$ cat src/rtl/cpu_pkg.sv
// Shared definitions for the 16-bit RISC core: datapath sizes, control-word
// field widths and ALU operation encodings.
package cpu_pkg;

  localparam int WIDTH     = 16;
  localparam int NREGS     = 8;
  localparam int REG_ADR_W = 3;
  localparam int ALU_OP_W  = 4;

  typedef enum logic [ALU_OP_W-1:0] {
    ALU_PASS_S = 4'b0000,
    ALU_PASS_R = 4'b0001,
    ALU_INC    = 4'b0010,
    ALU_DEC    = 4'b0011,
    ALU_ADD    = 4'b0100,
    ALU_SUB    = 4'b0101,
    ALU_SHR    = 4'b0110,
    ALU_SHL    = 4'b0111,
    ALU_AND    = 4'b1000,
    ALU_OR     = 4'b1001,
    ALU_XOR    = 4'b1010,
    ALU_NOT    = 4'b1011
  } alu_op_e;

endpackage

$ cat src/rtl/cpu_eu_alu.sv
// Combinational ALU: result Y with N/Z/C flags. C is carry for add/inc,
// borrow for sub/dec, the shifted-out bit for shifts, and 0 otherwise.
module alu
  import cpu_pkg::*;
#(
  parameter int W = cpu_pkg::WIDTH
) (
  input  logic [W-1:0]        r,
  input  logic [W-1:0]        s,
  input  logic [ALU_OP_W-1:0] op,
  output logic [W-1:0]        y,
  output logic                n,
  output logic                z,
  output logic                c
);

  localparam logic [W:0] ONE = (W+1)'(1);

  always_comb begin
    // NOTE: every output of this block gets a default first, so no code path
    // can leave one unassigned and infer a latch.
    y = s;
    c = 1'b0;
    unique case (op)
      ALU_PASS_R: y = r;
      // The 17th bit of a zero-extended sum is the carry; of a difference, the borrow.
      ALU_INC:    {c, y} = {1'b0, s} + ONE;
      ALU_DEC:    {c, y} = {1'b0, s} - ONE;
      ALU_ADD:    {c, y} = {1'b0, r} + {1'b0, s};
      ALU_SUB:    {c, y} = {1'b0, r} - {1'b0, s};
      ALU_SHR: begin
        y = s >> 1;
        c = s[0];
      end
      ALU_SHL: begin
        y = s << 1;
        c = s[W-1];
      end
      ALU_AND:    y = r & s;
      ALU_OR:     y = r | s;
      ALU_XOR:    y = r ^ s;
      ALU_NOT:    y = ~s;
      default:    y = s;
    endcase
  end

  assign n = y[W-1];
  assign z = (y == '0);

endmodule

$ cat src/rtl/cpu_eu.sv
// Execution unit: register file, PC, IR, ALU and memory address/data muxes,
// driven by the control word from control_unit.
module cpu_eu
  import cpu_pkg::*;
#(
  parameter int WIDTH = cpu_pkg::WIDTH,
  parameter int NREGS = cpu_pkg::NREGS
) (
  input  logic                 clk,
  input  logic                 reset,
  input  logic [REG_ADR_W-1:0] W_Adr,
  input  logic [REG_ADR_W-1:0] R_Adr,
  input  logic [REG_ADR_W-1:0] S_Adr,
  input  logic                 adr_sel,
  input  logic                 s_sel,
  input  logic                 pc_ld,
  input  logic                 pc_inc,
  input  logic                 pc_sel,
  input  logic                 ir_ld,
  input  logic                 rw_en,
  input  logic [ALU_OP_W-1:0]  alu_op,
  input  logic [WIDTH-1:0]     D_in,
  output logic [WIDTH-1:0]     Address,
  output logic [WIDTH-1:0]     D_out,
  output logic [WIDTH-1:0]     ir,
  output logic                 N,
  output logic                 Z,
  output logic                 C
);

  logic [WIDTH-1:0] rf [NREGS];
  logic [WIDTH-1:0] pc;
  logic [WIDTH-1:0] r_bus;
  logic [WIDTH-1:0] s_bus;
  logic [WIDTH-1:0] alu_y;
  logic [WIDTH-1:0] rel_off;

  assign r_bus   = rf[R_Adr];
  assign s_bus   = rf[S_Adr];
  assign Address = adr_sel ? r_bus : pc;
  assign D_out   = s_bus;
  assign rel_off = {{(WIDTH-8){ir[7]}}, ir[7:0]};

  alu #(.W(WIDTH)) u_alu (
    .r  (r_bus),
    .s  (s_bus),
    .op (alu_op),
    .y  (alu_y),
    .n  (N),
    .z  (Z),
    .c  (C)
  );

  always_ff @(posedge clk) begin
    if (!reset) begin
      pc <= '0;
      ir <= '0;
      // NOTE: the register file is architecturally cleared by reset, so it is
      // built from flops with a reset loop rather than a RAM macro.
      for (int i = 0; i < NREGS; i++) rf[i] <= '0;
    end else begin
      // NOTE: non-blocking assignments here make every read in this block see
      // pre-edge state, which gives write-then-read-old with no bypass.
      if (rw_en) rf[W_Adr] <= s_sel ? D_in : alu_y;
      if (pc_ld)       pc <= pc_sel ? s_bus : pc + rel_off;
      else if (pc_inc) pc <= pc + WIDTH'(1);
      if (ir_ld) ir <= D_in;
    end
  end

endmodule

$ cat config.mk
export PLATFORM = sky130hd
export DESIGN_NAME = cpu_eu
export DESIGN_NICKNAME = d
export VERILOG_FILES = /design/src/rtl/cpu_pkg.sv /design/src/rtl/cpu_eu_alu.sv /design/src/rtl/cpu_eu.sv
export SDC_FILE = /design/constraint.sdc
export NUM_CORES = 1
export LEC_CHECK = 0
export ABC_AREA = 1
export CELL_PAD_IN_SITES_DETAIL_PLACEMENT = 1
export CELL_PAD_IN_SITES_GLOBAL_PLACEMENT = 1
export CORE_MARGIN = 10
export CORE_UTILIZATION = 30
export CTS_CLUSTER_SIZE = 30
export DETAILED_ROUTE_END_ITERATION = 7
export PLACE_DENSITY = 0.68
export SYNTH_ARGS = -nofsm -noshare
export SYNTH_HDL_FRONTEND = slang
export SYNTH_SLANG_ARGS = --single-unit
$ cat constraint.sdc
create_clock -name clk -period 4.1 [get_ports clk]
set_clock_uncertainty 0.05 [all_clocks]
set_input_delay 0.615 -clock clk [delete_from_list [all_inputs] [get_ports clk]]
set_output_delay 0.615 -clock clk [all_outputs]
set_load 0.005 [all_outputs]
==> results.py <==
metrics = {
    "status": {
        "run_status": "finished with violations",
        "violations": "negative setup slack",
    },
    "yosys": {
        "yosysWarnings": 0,
        "synth.distinct_cells": 56,
        "ys.flop_type": "edfxtp_1",
        "synth-edff-count": 128,
        "async_flop_share_pct": 0,
        "ys_seq_elements": 160,
        "ys_seq_area_share_pct": 31.0,
        "synth.avg_cell_area_um2": 6.80,
        "synth_most_common_cell": "nand2_1",
        "syn_nets": 2244,
        "synth_top_cell_area_share_pct": 26.5,
        "netlist_area_mm2": 0.0145,
        "synth_cells": 2129,
        "synth_top_area_cell": "edfxtp_1",
        "ys_top_cells_by_count": "nand2_1 (475), nor2_1 (280), inv_1 (246), nand3_1 (169), a21oi_1 (166)",
        "ys_top_cells_by_area": "edfxtp_1 (27%), nand2_1 (12%), nor2_1 (7.3%), ha_1 (6.4%), inv_1 (6.4%)",
    },
    "floorplan": {
        "core_mm2": 0.0477,
        "row_count": 80,
        "ios": 89,
        "die_w_um": 240,
        "initial_core_util_pct": 30.3,
        "die_h_um": 240,
        "die_area_mm2": 0.0575,
    },
    "sta": {
        "setup_tns_ns": -1.31,
        "rsz0062_at_grt": "true",
        "drv_slew": 0,
        "hold_viol_final": 0,
        "worst_pin_slew_ns": 1.07,
        "fin_ws_ns": -0.451,
        "max_freq_mhz": 220,
        "slew_headroom_pct": 28.2,
        "period_needed_ns": 4.55,
        "setup_viol": 10,
        "post-route-period-util_pct": 111,
    },
    "placed_design": {
        "port_buffers": 88,
        "dp_slack_ns": -1.83,
        "dp_hpwl_um": 56500,
        "gp_congestion": 0.972,
    },
    "grt": {
        "antenna_found_initial": 1,
        "grt_remaining_overflow": 0,
        "grt_pass1_wl_um": 111000,
        "grt_max_degree": 37,
        "grt_use_total_pct": 25.6,
        "grt_pass1_vias": 18100,
    },
    "clock_tree": {
        "clock-root-buffer": "clkbuf_16",
        "cts_tree": "built",
        "cts_sinks": 160,
        "numCtsBuffers": 17,
        "clock_latency_ns": 0.48,
        "clkTransAtPathRegs_ns": 0.07,
        "clock_path_buffers": 2,
        "h-tree-depth": 4,
    },
    "drt": {
        "wire_per_inst_um": 23.2,
        "viasPerCell": 5.37,
        "finalWirelength_um": 75500,
        "drt_iter0_markers": 1084,
        "detail-route-antenna-nets": 0,
        "firstDrtPassIters": 6,
        "via_count": 17500,
        "drc_errors": 0,
    },
    "worst_setup_path": {
        "worstPathMaxFanout": 6,
        "path_class": "input port to output pin",
        "r2r-start": "rf[1][1]",
        "end_kind": "output pin",
        "worst_r2r_path_depth": 31,
        "r2r_slack_ns": -0.04,
        "cp-start-kind": "input port",
        "crit_required_ns": 3.43,
        "arrival_ns": 3.89,
        "r2r_end": "rf[6][4]",
    },
    "pwr": {
        "peakVddDrop_mv": 0.300,
        "switching_share_pct": 38.3,
        "p_int_mw": 4.19,
        "power.density_mw_per_mm2": 311,
        "seq_power_share_pct": 27.9,
        "pwr-share-clk_pct": 25.1,
        "combPwrFrac_pct": 47.0,
        "netSwitchingPower_mw": 2.60,
        "cellLeakagePower_nw": 9.82,
    },
    "worst_hold_path": {
        "holdPathEnd": "ir[10]",
        "holdPathStages": 2,
        "hp-start": "ir[10]",
        "hold_class": "flip-flop to flip-flop",
    },
    "layout": {
        "layout-drive-gt1-share_pct": 33.6,
        "synthToLayoutAreaGrowth_pct": 50.8,
        "fin_util_pct": 45.8,
        "fin_nets": 2743,
    },
    "run": {
        "drv_cap": 0,
    },
}
-- repair_timing --
item	4_1_cts	5_1_grt
resized for setup	348	103
buffers inserted	84	19
cloned	7	0
hold buffers	0	0
setup endpoints to repair	68	19
pin swaps	106	83
-- placed cells by master, fill, tap and decap left out, types with 23 or more instances in the layout --
master,n
nand3_2,56
buf_4,405
buf_6,38
nor2_2,52
buf_12,33
nand3_1,133
edfxtp_1,128
nand2_1,424
nand2_4,24
nor2_1,239
o21ai_1,37
dfxtp_1,32
a21oi_2,30
o211ai_1,28
a21oi_1,135
nand2_2,70
inv_1,221
clkdlybuf4s50_1,79
ha_1,47
o21ai_0,127
nand4_1,23
-- logic make-up after synthesis --
kind of cell | after synthesis | synth area share (%)
AO/OA/AOI/OAI | 446 | 17.5
XOR/XNOR | 22 | 1.33
adder cells (fa/ha/maj) | 77 | 6.81
buffers and inverters | 350 | 10.5
flip-flops | 160 | 31.0
multiplexers | 2 | 0.138
AND/OR/NAND/NOR | 1072 | 32.7
-- registers in the layout, indices dropped and copies added, names as in the netlist --
name	cells
ir	16
pc	16
rf	128
-- per-layer routing --
layer,part of all wire [%],track usage [%]
met3,4.9,3.65
met5,0,0
met2,49,44.6
met1,42,30.8
met4,4.3,11.0
-- critical path: stages --
cell and delay (ns):
buf_8 0.10, buf_12 0.15, buf_12 0.14, o211ai_1 0.26, nand2_2 0.11, nand2_2 0.09, nand2_4 0.08, ha_4 0.17
buf_4 0.13, nand3_2 0.05, nand3_2 0.10, buf_4 0.16, nand2_1 0.07, nand2_1 0.06, nand2_1 0.07, nand2_2 0.09
xor2_1 0.17, o21ai_1 0.07, nor2_1 0.10, buf_4 0.16, nand2_2 0.06, nand2_1 0.08, nand2_1 0.06, nor2_1 0.11
nand4_1 0.23, nor2_4 0.26, buf_6 0.13
-- stage by stage --
step | instances | power (mW) | area, um^2 | hold slack, ns
detailed placement | 3126 | 4.43 | 18800 | 0.443
global placement | 3126 | 4.37 | 18800 | 0.428
CTS | 3242 | 6.61 | 21400 | 0.461
finish | 3258 | 6.79 | 21800 | 0.461
floorplan | 2129 | 3.09 | 14500 | 0.437
global route | 3256 | 7.07 | 21800 | 0.482
-- power by group through the flow --
stage	sequential [mW]	combinational (mW)	clock, mW
2_1_floorplan	1.91	1.18	0
3_3_place_gp	1.92	2.45	0
3_5_place_dp	1.93	2.50	0
4_1_cts	1.89	2.99	1.73
5_1_grt	1.90	3.38	1.78
6_report	1.89	3.19	1.70
-- how the worst max path moves through the flow --
stage | start | cells past startpoint | endpoint | slack, ns
floorplan | R_Adr[0] | 25 | Z | 0.13
global placement | S_Adr[1] | 21 | Z | -1.79
detailed placement | S_Adr[1] | 21 | Z | -1.83
CTS | R_Adr[2] | 21 | Z | -0.34
global route | S_Adr[0] | 24 | Z | -0.59
finish | S_Adr[0] | 27 | Z | -0.45
-- final cells by class --
cell class,instances,area [um^2]
multi-input cells,1619,9640
inverters,252,1000
clock buffers,17,425
clock inverters,15,183
fillers,5861,25900
flip-flops and latches,160,4480
repair buffers,578,5340
diodes,2,5.00
well taps,615,769
(Power assumes the default switching activity.)
